--- config.mk ---
export PLATFORM = sky130hd
export DESIGN_NAME = config_loader
export DESIGN_NICKNAME = d
export VERILOG_FILES = /design/src/rtl/config_loader.sv
export SDC_FILE = /design/constraint.sdc
export NUM_CORES = 1
export LEC_CHECK = 0
export ABC_AREA = 1
export CAP_MARGIN = 20
export CORE_MARGIN = 5
export CORE_UTILIZATION = 55
export CTS_CLUSTER_DIAMETER = 80
export CTS_CLUSTER_SIZE = 12
export DETAILED_ROUTE_END_ITERATION = 10
export GPL_TIMING_DRIVEN = 0
export HOLD_SLACK_MARGIN = 0.1
export PLACE_DENSITY = 0.87
export SYNTH_ARGS = -nofsm -noshare
export SYNTH_HDL_FRONTEND = slang
export SYNTH_SLANG_ARGS = --single-unit
--- constraint.sdc ---
create_clock -name clock -period 4.1 [get_ports clock]
set_input_delay 0.82 -clock clock [delete_from_list [all_inputs] [get_ports clock]]
set_output_delay 0.82 -clock clock [all_outputs]
set_load 0.02 [all_outputs]
--- src/rtl/config_loader.sv ---
`default_nettype none
// ============================================================================
//  Module      : config_loader
//  Description : Bitstream loader for the tile-array configuration scan chain.
//                Accepts configuration words over a valid/ready handshake and
//                serialises them MSB-first onto the chain, one bit per enabled
//                clock, stopping after exactly CHAIN_LENGTH bits.
//  Optional    : `CONFIG_LOADER_READBACK_EN adds a VERIFY pass that
//                recirculates the chain once and compares a CRC-16 of the
//                shifted stream against a CRC-16 of the returned stream.
//  Ports       : clock, nreset       - clock, async active-low reset
//                start               - single-cycle load request (IDLE/DONE)
//                word_data/valid     - input word and its valid strobe
//                word_ready          - word accepted this cycle (FETCH)
//                chain_data/enable   - first tile config_in / all tiles enable
//                chain_return        - last tile config_out
//                busy, done, error   - status levels
//  Revision    : 1.0 - initial release
// ============================================================================
module config_loader #(
    parameter int CHAIN_LENGTH = 36,
    parameter int WORD_WIDTH   = 8
) (
    input  logic                  clock,
    input  logic                  nreset,
    input  logic                  start,
    input  logic [WORD_WIDTH-1:0] word_data,
    input  logic                  word_valid,
    output logic                  word_ready,
    output logic                  chain_data,
    output logic                  chain_enable,
    input  logic                  chain_return,
    output logic                  busy,
    output logic                  done,
    output logic                  error
);

    localparam int CNT_W  = $clog2(CHAIN_LENGTH + 1);
    localparam int WCNT_W = (WORD_WIDTH > 1) ? $clog2(WORD_WIDTH) : 1;

    localparam logic [CNT_W-1:0]  c_LAST_BIT  = CNT_W'(CHAIN_LENGTH - 1);
    localparam logic [WCNT_W-1:0] c_LAST_WBIT = WCNT_W'(WORD_WIDTH - 1);

    typedef enum logic [2:0] {
        S_IDLE   = 3'd0,
        S_FETCH  = 3'd1,
        S_SHIFT  = 3'd2,
`ifdef CONFIG_LOADER_READBACK_EN
        S_VERIFY = 3'd4,
`endif
        S_DONE   = 3'd3
    } state_t;

    state_t                r_state;
    state_t                w_state_next;
    logic [WORD_WIDTH-1:0] r_buf;
    logic [CNT_W-1:0]      r_bit_cnt;
    logic [WCNT_W-1:0]     r_wbit_cnt;
    logic                  w_last_bit;

    assign w_last_bit = (r_bit_cnt == c_LAST_BIT);

    // ------------------------------------------------------------------------
    // State register
    // ------------------------------------------------------------------------
    always_ff @(posedge clock or negedge nreset) begin
        if (!nreset) begin
            r_state <= S_IDLE;
        end else begin
            r_state <= w_state_next;
        end
    end

    // ------------------------------------------------------------------------
    // Next state and outputs
    // ------------------------------------------------------------------------
    always_comb begin
        w_state_next = r_state;
        word_ready   = 1'b0;
        chain_enable = 1'b0;
        chain_data   = 1'b0;
        busy         = 1'b0;
        done         = 1'b0;
        case (r_state)
            S_IDLE: begin
                if (start) w_state_next = S_FETCH;
            end
            S_FETCH: begin
                word_ready = 1'b1;
                busy       = 1'b1;
                if (word_valid) w_state_next = S_SHIFT;
            end
            S_SHIFT: begin
                chain_enable = 1'b1;
                chain_data   = r_buf[WORD_WIDTH-1];
                busy         = 1'b1;
                // Chain length wins over word boundary: a partial last word
                // simply stops shifting and its remaining bits are dropped.
                if (w_last_bit) begin
`ifdef CONFIG_LOADER_READBACK_EN
                    w_state_next = S_VERIFY;
`else
                    w_state_next = S_DONE;
`endif
                end else if (r_wbit_cnt == c_LAST_WBIT) begin
                    w_state_next = S_FETCH;
                end
            end
`ifdef CONFIG_LOADER_READBACK_EN
            S_VERIFY: begin
                // Feeding the return straight back rotates the chain by its
                // full length, leaving the loaded contents in place.
                chain_enable = 1'b1;
                chain_data   = chain_return;
                busy         = 1'b1;
                if (w_last_bit) w_state_next = S_DONE;
            end
`endif
            S_DONE: begin
                done = 1'b1;
                if (start) w_state_next = S_FETCH;
            end
            default: begin
                w_state_next = S_IDLE;
            end
        endcase
    end

    // ------------------------------------------------------------------------
    // Shift buffer and bit counters
    // ------------------------------------------------------------------------
    always_ff @(posedge clock or negedge nreset) begin
        if (!nreset) begin
            r_buf      <= '0;
            r_bit_cnt  <= '0;
            r_wbit_cnt <= '0;
        end else begin
            case (r_state)
                S_IDLE, S_DONE: begin
                    if (start) r_bit_cnt <= '0;
                end
                S_FETCH: begin
                    if (word_valid) begin
                        r_buf      <= word_data;
                        r_wbit_cnt <= '0;
                    end
                end
                S_SHIFT: begin
                    r_buf      <= r_buf << 1;
                    r_wbit_cnt <= r_wbit_cnt + WCNT_W'(1);
`ifdef CONFIG_LOADER_READBACK_EN
                    // Counter is reused to time the VERIFY pass.
                    if (w_last_bit) r_bit_cnt <= '0;
                    else            r_bit_cnt <= r_bit_cnt + CNT_W'(1);
`else
                    r_bit_cnt  <= r_bit_cnt + CNT_W'(1);
`endif
                end
`ifdef CONFIG_LOADER_READBACK_EN
                S_VERIFY: begin
                    r_bit_cnt <= r_bit_cnt + CNT_W'(1);
                end
`endif
                default: begin
                end
            endcase
        end
    end

`ifdef CONFIG_LOADER_READBACK_EN
    // ------------------------------------------------------------------------
    // Readback CRCs (CRC-16, poly 0x1021, init 0xFFFF, bit-serial)
    // ------------------------------------------------------------------------
    function automatic logic [15:0] crc16_step(input logic [15:0] crc, input logic b);
        logic fb;
        fb = crc[15] ^ b;
        return {crc[14:0], 1'b0} ^ (fb ? 16'h1021 : 16'h0000);
    endfunction

    logic [15:0] r_crc_tx;
    logic [15:0] r_crc_rx;
    logic        r_error;
    logic [15:0] w_crc_rx_next;

    assign w_crc_rx_next = crc16_step(r_crc_rx, chain_return);

    always_ff @(posedge clock or negedge nreset) begin
        if (!nreset) begin
            r_crc_tx <= '0;
            r_crc_rx <= '0;
            r_error  <= 1'b0;
        end else begin
            case (r_state)
                S_IDLE, S_DONE: begin
                    if (start) begin
                        r_crc_tx <= 16'hFFFF;
                        r_crc_rx <= 16'hFFFF;
                        r_error  <= 1'b0;
                    end
                end
                S_SHIFT: begin
                    r_crc_tx <= crc16_step(r_crc_tx, r_buf[WORD_WIDTH-1]);
                end
                S_VERIFY: begin
                    r_crc_rx <= w_crc_rx_next;
                    // Compare against the CRC including this final bit so
                    // error rises together with done.
                    if (w_last_bit) r_error <= (r_crc_tx != w_crc_rx_next);
                end
                default: begin
                end
            endcase
        end
    end

    assign error = r_error;
`else
    logic w_unused_return;
    assign w_unused_return = chain_return;
    assign error           = 1'b0;
`endif

endmodule
`default_nettype wire

==> impl_metrics.sql <==
INSERT INTO impl_metrics (metric_group, metric, value, unit) VALUES
('outcome', 'outcome', 'complete, no violations', ''),
('power', 'peak_supply_drop', '508.5', 'µV'),
('sta', 'setup_viol', '0', ''),
('place', 'portBuffers', '16', ''),
('grt', 'globalRouteTotalUtil', '0.1834', ''),
('cells_and_area', 'num_antenna_cells', '0', ''),
('route', 'drtPass1Iterations', '4', ''),
('critical_path', 'timing.critical_path.from', 'r_state[0]', ''),
('min_path', 'worst_hold_startpoint', 'r_bit_cnt[0]', ''),
('route', 'route.detailed.wl_per_inst', '12.42', 'µm'),
('sta', 'fmax', '0.3518', 'GHz'),
('critical_path', 'critical_path_maximum_fanout', '10', ''),
('power', 'comb_power_share', '0.551', ''),
('synth', 'syn_area', '1054', 'µm²'),
('critical_path', 'reg2regPathDepth', '6', ''),
('route', 'drtAntennaViolNets', '0', ''),
('power', 'clkPwrFrac', '0.110', ''),
('synth', 'yosys_warnings', '0', ''),
('floorplanning', 'floorplan.die.width', '53.77', 'µm'),
('synth', 'postSynthRegisterBits', '19', ''),
('route', 'drt_iter0_markers', '22', ''),
('synth', 'synth_cell_type_count', '21', ''),
('cts', 'tritoncts.num_buffers', '3', ''),
('sta', 'unrepaired_setup_endpoints_after_global_routing', 'false', ''),
('cells_and_area', 'final-instance-count-excl-fill', '177', ''),
('floorplanning', 'dieArea', '2891', 'µm²'),
('synth', 'seq_total_area_yosys', '0.4513', ''),
('critical_path', 'worst-endpoint-required', '3.28', 'ns'),
('critical_path', 'critical_path_arrival', '2.02', 'ns'),
('cts', 'clock_tree.buffer_depth', '2', ''),
('cts', 'worstSkewPairLatency', '0.31', 'ns'),
('critical_path', 'crit_path_start_kind', 'flop', ''),
('route', 'vias_per_cell', '5.254', ''),
('route', 'routed_wirelength', '2.199', 'mm'),
('grt', 'grt_antenna_before_repair', '0', ''),
('sta', 'finalHoldViolCount', '0', ''),
('critical_path', 'timing.rr.start', 'r_state[0]', ''),
('floorplanning', 'floorplan.die.height', '53.77', 'µm'),
('place', 'detail_placement_hpwl', '1.721', 'mm'),
('sta', 'post-route-period-util', '0.6932', ''),
('min_path', 'hold_path_class', 'reg -> reg', ''),
('cts', 'clock_tree.htree_level_count', '1', ''),
('synth', 'syn-mean-instance-area', '7.981', 'µm²'),
('grt', 'grt_overflow', '0', ''),
('cts', 'postCtsHoldBufs', '0', ''),
('sta', 'worst_pin_slew', '0.8487', 'ns'),
('grt', 'number_of_global_route_vias_before_repair', '895', ''),
('critical_path', 'crit-reg2reg-capture', 'r_buf[5]', ''),
('cts', 'cts_tree', 'done', ''),
('power', 'net_sw_frac', '0.4587', ''),
('power', 'power.net_switching', '0.4173', 'mW'),
('cells_and_area', 'filler_cell_count', '140', ''),
('sta', 'fin_skew', '0.009063', 'ns'),
('synth', 'synth_top_cells_by_area', 'sky130_fd_sc_hd__dfrtp_1 45%, sky130_fd_sc_hd__nand2_1 12%, sky130_fd_sc_hd__ha_1 8.3%', ''),
('synth', 'yosysTopAreaCellShare', '0.4513', ''),
('sta', 'layout_min_cycle_time', '2.842', 'ns'),
('floorplanning', 'std_cell_rows', '15', ''),
('cells_and_area', 'area_delta_synth_final', '20.78', '%'),
('cts', 'cts.clk_slew.worst_paths', '0.11', 'ns'),
('place', 'gp_congestion', '0.8116', ''),
('floorplanning', 'floorplan.io_pins', '19', ''),
('cells_and_area', 'nets_final', '173', ''),
('sta', 'setup-tns-final', '0', 'ns'),
('cts', 'clkSinkCount', '19', ''),
('cts', 'cts_resized', '0', ''),
('job', 'cap_viol_max_count', '0', ''),
('route', 'drc', '0', ''),
('floorplanning', 'fp.coreArea', '1783', 'µm²'),
('synth', 'synth_cells', '132', ''),
('floorplanning', 'start_util', '0.5909', ''),
('synth', 'yosysTopAreaCell', 'sky130_fd_sc_hd__dfrtp_1', '');
per-layer routing:
metal,wire length (µm),track usage
met2,1128,0.3065
met3,68,0.03324
met4,36,0.08085
met1,967,0.2293
met5,0,0
flip-flops by register name, indices dropped and copies added, names as in the netlist:
name,cells
r_buf,8
r_bit_cnt,6
r_wbit_cnt,3
r_state,2
kinds of logic after synthesis:
logic type	share of synthesized area
simple gates	0.2458
buf+inv	0.08906
compound gates	0.1188
flops	0.4513
fa+ha+maj	0.08313
xor+xnor	0.008315
other cells	0.003560
power groups by stage:
| stage | logic [mW] | registers [mW] | clock network (mW) |
|---|---|---|---|
| after floorplan | 0.359 | 0.300 | 0 |
| after global placement | 0.476 | 0.307 | 0 |
| after detailed placement | 0.502 | 0.312 | 0 |
| after CTS | 0.504 | 0.308 | 0.0989 |
| after global routing | 0.561 | 0.319 | 0.109 |
| final | 0.501 | 0.308 | 0.100 |
metrics by stage:
stage	total power [mW]	setup slack (ns)	hold WS [ns]	instance area, µm²	utilization
final	0.9099	1.258	0.5295	1272	0.7137
after global routing	0.9894	1.109	0.5700	1272	0.7137
after CTS	0.9110	1.246	0.5324	1272	0.7137
after detailed placement	0.8144	1.593	0.5151	1245	0.6982
after global placement	0.7831	1.642	0.5004	1245	0.6982
after floorplan	0.6589	2.090	0.4866	1054	-
area by class of cell:
| class | count | area (µm²) | share of cell area |
|---|---|---|---|
| Clock buffer | 3 | 22.52 | 0.01770 |
| Clock inverter | 1 | 5.005 | 0.003933 |
| Tap cell | 25 | 31.28 | 0.02458 |
| Sequential cell | 19 | 475.5 | 0.3736 |
| Inverter | 17 | 63.81 | 0.05015 |
| Multi-Input combinational cell | 91 | 484.2 | 0.3805 |
| Buffer | 5 | 30.03 | 0.02360 |
| Timing Repair Buffer | 16 | 160.2 | 0.1259 |
cells in the mapped netlist, drive strengths merged:
cell / count
nand2: 36
dfrtp: 19
inv: 17
nor2: 14
nand3: 8
a31oi: 7
ha: 7
a21oi: 6
buf: 5
o21ai: 5
nand4: 3
a21boi: 1
conb: 1
o21a: 1
o31ai: 1
xnor2: 1
layout by cell type, fill, tap and decap left out:
cell type / n
sky130_fd_sc_hd__clkinv_2: 1
sky130_fd_sc_hd__nor2_1: 13
sky130_fd_sc_hd__xnor2_1: 1
sky130_fd_sc_hd__o21ai_0: 5
sky130_fd_sc_hd__inv_1: 17
sky130_fd_sc_hd__a31oi_1: 7
sky130_fd_sc_hd__nand3_1: 7
sky130_fd_sc_hd__clkbuf_4: 3
sky130_fd_sc_hd__a21boi_1: 1
sky130_fd_sc_hd__buf_4: 2
sky130_fd_sc_hd__o21a_1: 1
sky130_fd_sc_hd__buf_2: 3
sky130_fd_sc_hd__o31ai_1: 1
sky130_fd_sc_hd__dfrtp_1: 19
sky130_fd_sc_hd__nand2_1: 34
sky130_fd_sc_hd__nand2_2: 2
sky130_fd_sc_hd__ha_1: 7
sky130_fd_sc_hd__a21oi_2: 1
sky130_fd_sc_hd__conb_1: 1
sky130_fd_sc_hd__nand3_2: 1
sky130_fd_sc_hd__nand4_1: 3
sky130_fd_sc_hd__a21oi_1: 5
sky130_fd_sc_hd__clkdlybuf4s50_1: 16
sky130_fd_sc_hd__nor2_2: 1
worst min-delay path by stage:
stage	end	slack, ns	cells after the start
after floorplan	r_bit_cnt[0]	0.49	1
after detailed placement	r_bit_cnt[0]	0.52	1
after global routing	r_bit_cnt[0]	0.57	1
final	r_bit_cnt[0]	0.53	1
after CTS	r_bit_cnt[0]	0.53	1
after global placement	r_wbit_cnt[0]	0.50	1
worst max-delay path, cell delays in order, from the launching register on:
cell	delay, ns
sky130_fd_sc_hd__dfrtp_1	0.45
sky130_fd_sc_hd__inv_1	0.08
sky130_fd_sc_hd__ha_1	0.21
sky130_fd_sc_hd__buf_2	0.24
sky130_fd_sc_hd__nand2_1	0.08
sky130_fd_sc_hd__inv_1	0.06
sky130_fd_sc_hd__clkdlybuf4s50_1	0.59
Power figures use the tool's default switching activity.
